==> config.mk <==
export PLATFORM = sky130hd
export DESIGN_NAME = sbox_share_arb
export DESIGN_NICKNAME = d
export VERILOG_FILES = /design/src/rtl/sbox_share_arb.sv
export SDC_FILE = /design/constraint.sdc
export NUM_CORES = 1
export LEC_CHECK = 0
export ABC_AREA = 1
export BUFFER_PORTS_ARGS = -buffer_cell sky130_fd_sc_hd__buf_2
export CAP_MARGIN = 20
export CORE_ASPECT_RATIO = 0.7
export CORE_MARGIN = 10
export CORE_UTILIZATION = 31
export CTS_BUF_LIST = sky130_fd_sc_hd__clkbuf_4 sky130_fd_sc_hd__clkbuf_8 sky130_fd_sc_hd__clkbuf_16
export CTS_CLUSTER_DIAMETER = 150
export DETAILED_ROUTE_END_ITERATION = 8
export SYNTH_ARGS = -nofsm -noshare
export SYNTH_HDL_FRONTEND = slang
export SYNTH_SLANG_ARGS = --single-unit
==> constraint.sdc <==
create_clock -name clk -period 6.51 [get_ports clk]
set_input_delay 0.9765 -clock clk [delete_from_list [all_inputs] [get_ports clk]]
set_output_delay 0.9765 -clock clk [all_outputs]
set_load 0.005 [all_outputs]
==> src/rtl/sbox_share_arb.sv <==
`default_nettype none
// ============================================================================
//  Module      : sbox_share_arb
//  Description : Round-robin scheduler sharing one composite-field AES S-box
//                among N_REQ byte requesters. Two-stage pipeline: grant ->
//                stage-1 register -> S-box -> per-requester response slot.
//  Revision    : 1.0  initial release
// ============================================================================
module sbox_share_arb #(
    parameter int N_REQ = 4
) (
    input  logic                 clk,
    input  logic                 rst_n,
    input  logic [N_REQ-1:0]     req_valid,
    input  logic [8*N_REQ-1:0]   req_data,
    output logic [N_REQ-1:0]     req_ready,
    output logic [N_REQ-1:0]     rsp_valid,
    output logic [8*N_REQ-1:0]   rsp_data,
    input  logic [N_REQ-1:0]     rsp_ready,
    output logic                 busy
);

    localparam int PW = (N_REQ > 1) ? $clog2(N_REQ) : 1;

    // GF(2^4) with x^4 + x + 1; composite GF((2^4)^2) with y^2 + y + LAMBDA
    localparam logic [3:0] C_LAMBDA = 4'hC;

    // ---------------- GF(2^4) building blocks -------------------------------
    function automatic logic [3:0] gf4_mul(input logic [3:0] a, input logic [3:0] b);
        logic [3:0] p;
        p = '0;
        for (int i = 3; i >= 0; i--) begin
            p = {p[2:0], 1'b0} ^ (p[3] ? 4'h3 : 4'h0);
            if (b[i]) p = p ^ a;
        end
        return p;
    endfunction

    function automatic logic [3:0] gf4_sq(input logic [3:0] q);
        return {q[3], q[3] ^ q[1], q[2], q[2] ^ q[0]};
    endfunction

    // q^-1 = q^14 = q^2 * q^4 * q^8 (maps 0 to 0, as the S-box needs)
    function automatic logic [3:0] gf4_inv(input logic [3:0] q);
        logic [3:0] s2, s4, s8;
        s2 = gf4_sq(q);
        s4 = gf4_sq(s2);
        s8 = gf4_sq(s4);
        return gf4_mul(gf4_mul(s2, s4), s8);
    endfunction

    // ---------------- basis-change helpers ----------------------------------
    // AES polynomial-basis multiply (x^8+x^4+x^3+x+1); elaboration time only
    function automatic logic [7:0] gf8_mul(input logic [7:0] a, input logic [7:0] b);
        logic [7:0] p;
        p = '0;
        for (int i = 7; i >= 0; i--) begin
            p = {p[6:0], 1'b0} ^ (p[7] ? 8'h1B : 8'h00);
            if (b[i]) p = p ^ a;
        end
        return p;
    endfunction

    // Linear map over GF(2): XOR of the columns selected by the set bits of x
    function automatic logic [7:0] lin_map(input logic [7:0] x, input logic [63:0] cols);
        logic [7:0] y;
        y = '0;
        for (int i = 0; i < 8; i++) begin
            if (x[i]) y = y ^ cols[8*i +: 8];
        end
        return y;
    endfunction

    // Composite -> AES isomorphism: find roots X of x^4+x+1 and Y of
    // y^2+y+LAMBDA(X) inside the AES field; basis images are X^j and Y*X^j.
    function automatic logic [63:0] f_phi_cols();
        logic [7:0] xr, yr, x2, x3, lam, c;
        logic       found;
        xr    = 8'h02;
        found = 1'b0;
        for (int v = 2; v < 256; v++) begin
            c = 8'(v);
            if (!found && ((gf8_mul(gf8_mul(c, c), gf8_mul(c, c)) ^ c ^ 8'h01) == 8'h00)) begin
                xr    = c;
                found = 1'b1;
            end
        end
        x2    = gf8_mul(xr, xr);
        x3    = gf8_mul(x2, xr);
        lam   = x3 ^ x2;
        yr    = 8'h02;
        found = 1'b0;
        for (int v = 2; v < 256; v++) begin
            c = 8'(v);
            if (!found && ((gf8_mul(c, c) ^ c ^ lam) == 8'h00)) begin
                yr    = c;
                found = 1'b1;
            end
        end
        return {gf8_mul(yr, x3), gf8_mul(yr, x2), gf8_mul(yr, xr), yr,
                x3, x2, xr, 8'h01};
    endfunction

    // AES -> composite map: preimage of each AES basis vector under phi
    function automatic logic [63:0] f_delta_cols(input logic [63:0] phi);
        logic [63:0] d;
        logic        found;
        d = '0;
        for (int i = 0; i < 8; i++) begin
            found = 1'b0;
            for (int v = 0; v < 256; v++) begin
                if (!found && (lin_map(8'(v), phi) == (8'h01 << i))) begin
                    d[8*i +: 8] = 8'(v);
                    found       = 1'b1;
                end
            end
        end
        return d;
    endfunction

    localparam logic [63:0] C_PHI_COLS   = f_phi_cols();
    localparam logic [63:0] C_DELTA_COLS = f_delta_cols(C_PHI_COLS);

    // ---------------- state -------------------------------------------------
    logic [PW-1:0]      r_ptr;
    logic [N_REQ-1:0]   r_pend;
    logic               r_s1_v;
    logic [PW-1:0]      r_s1_id;
    logic [7:0]         r_s1_byte;
    logic [N_REQ-1:0]   r_rsp_valid;
    logic [8*N_REQ-1:0] r_rsp_data;

    logic [N_REQ-1:0]   w_elig;
    logic [N_REQ-1:0]   w_grant;
    logic [PW-1:0]      w_gnt_id;
    logic [PW-1:0]      w_idx;
    logic               w_gnt_any;
    logic               w_take;
    logic [N_REQ-1:0]   w_s1_onehot;
    logic [7:0]         w_comp;
    logic [3:0]         w_d;
    logic [3:0]         w_dinv;
    logic [7:0]         w_inv_comp;
    logic [7:0]         w_inv;
    logic [7:0]         w_sbox;

    // Round-robin search over eligible requesters starting at r_ptr
    always_comb begin
        w_elig    = req_valid & ~r_pend;
        w_grant   = '0;
        w_gnt_id  = '0;
        w_gnt_any = 1'b0;
        w_idx     = '0;
        for (int off = 0; off < N_REQ; off++) begin
            w_idx = PW'((int'(r_ptr) + off) % N_REQ);
            if (!w_gnt_any && w_elig[w_idx]) begin
                w_grant[w_idx] = 1'b1;
                w_gnt_id       = w_idx;
                w_gnt_any      = 1'b1;
            end
        end
        w_take    = rst_n & w_gnt_any;
        req_ready = rst_n ? w_grant : '0;
    end

    // Shared S-box: inversion in the composite field, then the AES affine map
    always_comb begin
        w_comp     = lin_map(r_s1_byte, C_DELTA_COLS);
        w_d        = gf4_mul(gf4_sq(w_comp[7:4]), C_LAMBDA)
                   ^ gf4_mul(w_comp[7:4] ^ w_comp[3:0], w_comp[3:0]);
        w_dinv     = gf4_inv(w_d);
        w_inv_comp = {gf4_mul(w_comp[7:4], w_dinv),
                      gf4_mul(w_comp[7:4] ^ w_comp[3:0], w_dinv)};
        w_inv      = lin_map(w_inv_comp, C_PHI_COLS);
        w_sbox     = w_inv ^ {w_inv[6:0], w_inv[7]} ^ {w_inv[5:0], w_inv[7:6]}
                   ^ {w_inv[4:0], w_inv[7:5]} ^ {w_inv[3:0], w_inv[7:4]} ^ 8'h63;
        w_s1_onehot = r_s1_v ? (N_REQ'(1) << r_s1_id) : '0;
    end

    // Pointer advance and stage-1 capture of the granted byte
    always_ff @(posedge clk) begin
        if (!rst_n) begin
            r_ptr     <= '0;
            r_s1_v    <= 1'b0;
            r_s1_id   <= '0;
            r_s1_byte <= '0;
        end else begin
            r_s1_v <= w_take;
            if (w_take) begin
                r_ptr     <= (w_gnt_id == PW'(N_REQ - 1)) ? '0 : w_gnt_id + PW'(1);
                r_s1_id   <= w_gnt_id;
                r_s1_byte <= req_data[8*w_gnt_id +: 8];
            end
        end
    end

    // Outstanding flags and response slots; a slot written here is always empty
    always_ff @(posedge clk) begin
        if (!rst_n) begin
            r_pend      <= '0;
            r_rsp_valid <= '0;
            r_rsp_data  <= '0;
        end else begin
            r_pend      <= (r_pend | (w_take ? w_grant : '0)) & ~(r_rsp_valid & rsp_ready);
            r_rsp_valid <= (r_rsp_valid & ~rsp_ready) | w_s1_onehot;
            if (r_s1_v) begin
                r_rsp_data[8*r_s1_id +: 8] <= w_sbox;
            end
        end
    end

    assign rsp_valid = r_rsp_valid;
    assign rsp_data  = r_rsp_data;
    assign busy      = r_s1_v | (|r_pend);

endmodule
`default_nettype wire

==> results.md <==
* Status: complete, no violations
* Setup WS pre-CTS at 465 ps
* WS Path Type: flip-flop to flip-flop
* Hold Buf Count CTS at 0
* Clock-pin slew on the worst setup and hold paths at 80 ps
* Main combinational cell family by area after synthesis: simple AND/OR/NAND/NOR gates
* CP max stage delay at 370 ps
* Post-route insts no fill at 1286
* Cells after Synth at a little under 1000
* Simple-Gate Fraction of Synth Area at 51.9%
* Antenna Cells at 0
* Worst hold-check path type: flip-flop to flip-flop
* Cell mode on critical path: nand2_1
* Max Root-Sink Buffers at 2
* Nets@finish at 1113
* Crit path max fanout at 7
* # setup viols final at 0
* # DRC at 0
* Yosys warns at 0
* Commonest non-fill, non-tap cells in the layout: nand2_1 (348), nand3_1 (137), inv_1 (109)
* Unrepaired setup endpoints after global routing: false
* Hold Path Sink: rsp_data[20]$_SDFFE_PN0P_
* Dpl hpwl at 13.3 mm
* Number of CTS-inserted buffers at 5
* Setup crit end kind: flip-flop
* Post-Place Cells at about 1300
* Period minus WS final at 5790 ps
* Pre-Repair DR Iteration Count at 5
* Post-Synth XOR/XNOR Area at 3.19%
* Overall routing resource usage at 13.5%
* Clock skew at 6.30 ps
* Setup TNS at 0 ps
* Max Freq at between 150 and 200 MHz
* Hold_sp: rsp_data[20]$_SDFFE_PN0P_
* Slew Limit Fails at 0
* Setup slack, reg-to-reg at 720 ps
* Post-Synth Adder-Cell Area at 3.90%
* Drt via density at roughly 4.8
* RR Startpoint: r_s1_byte[7]$_SDFFE_PN0P_
* I/O Buffers at 82
* Worst R2R Path Depth at 48
* Final period util at 89.0%
* GPL Wtd Cong at 0.909
* Yosys reg bits at 53
* Most common cell after layout, fill and taps aside: nand2_1
* Async SR Flop Fraction at 0%
* Critical Path Source Type: flip-flop
* Mean post-synth cell area at 5.60 um^2
* Routed Antenna Nets at 0
* Skew-Pair Late Insertion Delay at 300 ps
* Die area at around 0.023 mm^2
* CP max-delay cell: ha_2
* Clock sink count at 53
* WL/cell at 12.7 um
* WHS Path Cells at 2
* Post-synth net total at 1034
* Capturing point of the worst reg2reg path: rsp_data[27]$_SDFFE_PN0P_
* Mapped Area at 0.00546 mm^2
* Clk root buf: clkbuf_16
* Initial core utilization at 31.7%
* Vias in the first global route at 5324
* Post-route setup slack at around 700 ps
* TritonCTS clock tree: built
* Final Hold Fails at 0
* Layout cell share with drive strength beyond 1 at between 10% and 20%
* Width of the die at 179 um
* Main synth FF type: dfxtp_1
* EDFF count, synth at 0
* Synth-to-Final Area Change at 15.5%
* Via count at 6210
* Slew @ Worst Pin at a little over 800 ps
* Die Y at about 130 um
* Global route overflow at 0
* Distinct cells, synth at 39
* H-tree levels at 2
* Mux cell area share after synthesis at 0%
* Largest net degree at the start of global routing at 47
* I/O Pins at 83
* Final WL at 16.3 mm
* Sequential area share after synthesis at between 10% and 20%
* Worst Path Arrival at 6030 ps
* Compound-cell area share of the yosys netlist at 11.0%
* Critical path data required time at 6740 ps
* Core outline area at 0.0172 mm^2
* Rows at 40
* Max cap viols at 0
* Initial detailed-routing violation count at 451
* First-pass GRT wire length at 26.6 mm
* Rel. slew slack at 45.7%
* Initial antenna violation count at 0
-- how the worst max path moves through the flow --
stage / endpoint / slack, ps / startpoint
after detailed placement: rsp_data[10]$_SDFFE_PN0P_ / 470 / r_s1_byte[7]$_SDFFE_PN0P_
after CTS: rsp_data[10]$_SDFFE_PN0P_ / 420 / r_s1_byte[7]$_SDFFE_PN0P_
after floorplan: rsp_data[26]$_SDFFE_PN0P_ / 1430 / r_s1_byte[7]$_SDFFE_PN0P_
after global routing: rsp_data[26]$_SDFFE_PN0P_ / 4 / r_s1_byte[7]$_SDFFE_PN0P_
final: rsp_data[27]$_SDFFE_PN0P_ / 720 / r_s1_byte[7]$_SDFFE_PN0P_
after global placement: rsp_data[10]$_SDFFE_PN0P_ / 470 / r_s1_byte[7]$_SDFFE_PN0P_
-- through the flow --
step / util, % / instance area [um^2] / hold WS (ps)
global placement: 35.4 / 6100 / 451
finish: 36.6 / 6300 / 465
CTS: 36.3 / 6250 / 467
floorplan: - / 5460 / 462
detailed placement: 35.4 / 6100 / 455
global route: 36.6 / 6300 / 482
-- cells by family (layout without fill, tap and decap cells) --
kind of cell	Yosys count	count (layout)
and+or+nand+nor	634	634
adders and majority gates	17	17
xor gates and xnor gates	19	19
buffers and inverters	148	228
AOI/OAI and AO/OA	104	104
DFF	53	53
-- sequential cells by signal, indices dropped and copies added (netlist names) --
register	flops
rsp_data	32
r_s1_byte	8
r_pend	4
rsp_valid	4
r_ptr	2
r_s1_id	2
r_s1_v	1
-- synthesized netlist by cell type (3+ instances only) --
cell type / instances / area [um^2]
a22oi_1: 3 / 22.5
nand4_1: 8 / 50.1
nand2_4: 9 / 101
a21oi_1: 44 / 220
nand3_2: 9 / 90.1
o221ai_1: 7 / 61.3
nand3b_1: 4 / 30.0
inv_1: 111 / 417
a221oi_1: 6 / 52.6
o21ai_0: 31 / 155
nand2_1: 351 / 1320
nand3_1: 137 / 686
buf_2: 3 / 15.0
nand2_2: 36 / 225
dfxtp_1: 53 / 1060
nor3_1: 6 / 30.0
buf_1: 4 / 15.0
inv_2: 21 / 78.8
ha_1: 17 / 213
clkbuf_1: 4 / 15.0
xnor2_1: 5 / 43.8
nor2_2: 3 / 18.8
nor2_1: 67 / 251
o21ai_1: 3 / 15.0
xor2_1: 13 / 114
-- area by class of cell --
type | count | area [um^2]
multi-input cells | 774 | 3850
inverters | 134 | 508
clock buffers | 5 | 125
repair buffers | 86 | 440
fillers | 1918 | 10900
clock inverters | 3 | 26.3
well taps | 231 | 289
flip-flops and latches | 53 | 1060
-- worst max-delay path, delay by kind of cell (launching register included) --
kind            cells  cell delay [ps]
buf+inv             8              610
simple gates       36             3680
xor+xnor            1              240
fa+ha+maj           2              700
compound gates      1              140
flops               1              350
-- routing by layer --
metal	GRT usage (%)	wire length [um]	share of wire, %	vias to the layer above
li1	-	-	-	3295
met1	21.3	8720	54	2749
met2	18.5	6520	40	157
met3	2.35	968	5.9	9
met4	1.79	85	0.52	0
met5	0	0	0	-
-- what timing repair did --
item / CTS / global route
setup buffers: 0 / 2
endpoints found under the setup margin: 0 / 26
resized for setup: 0 / 12
Power is not shown: default switching activity piles up to over one toggle a cycle in this logic, so the estimate is an artifact.
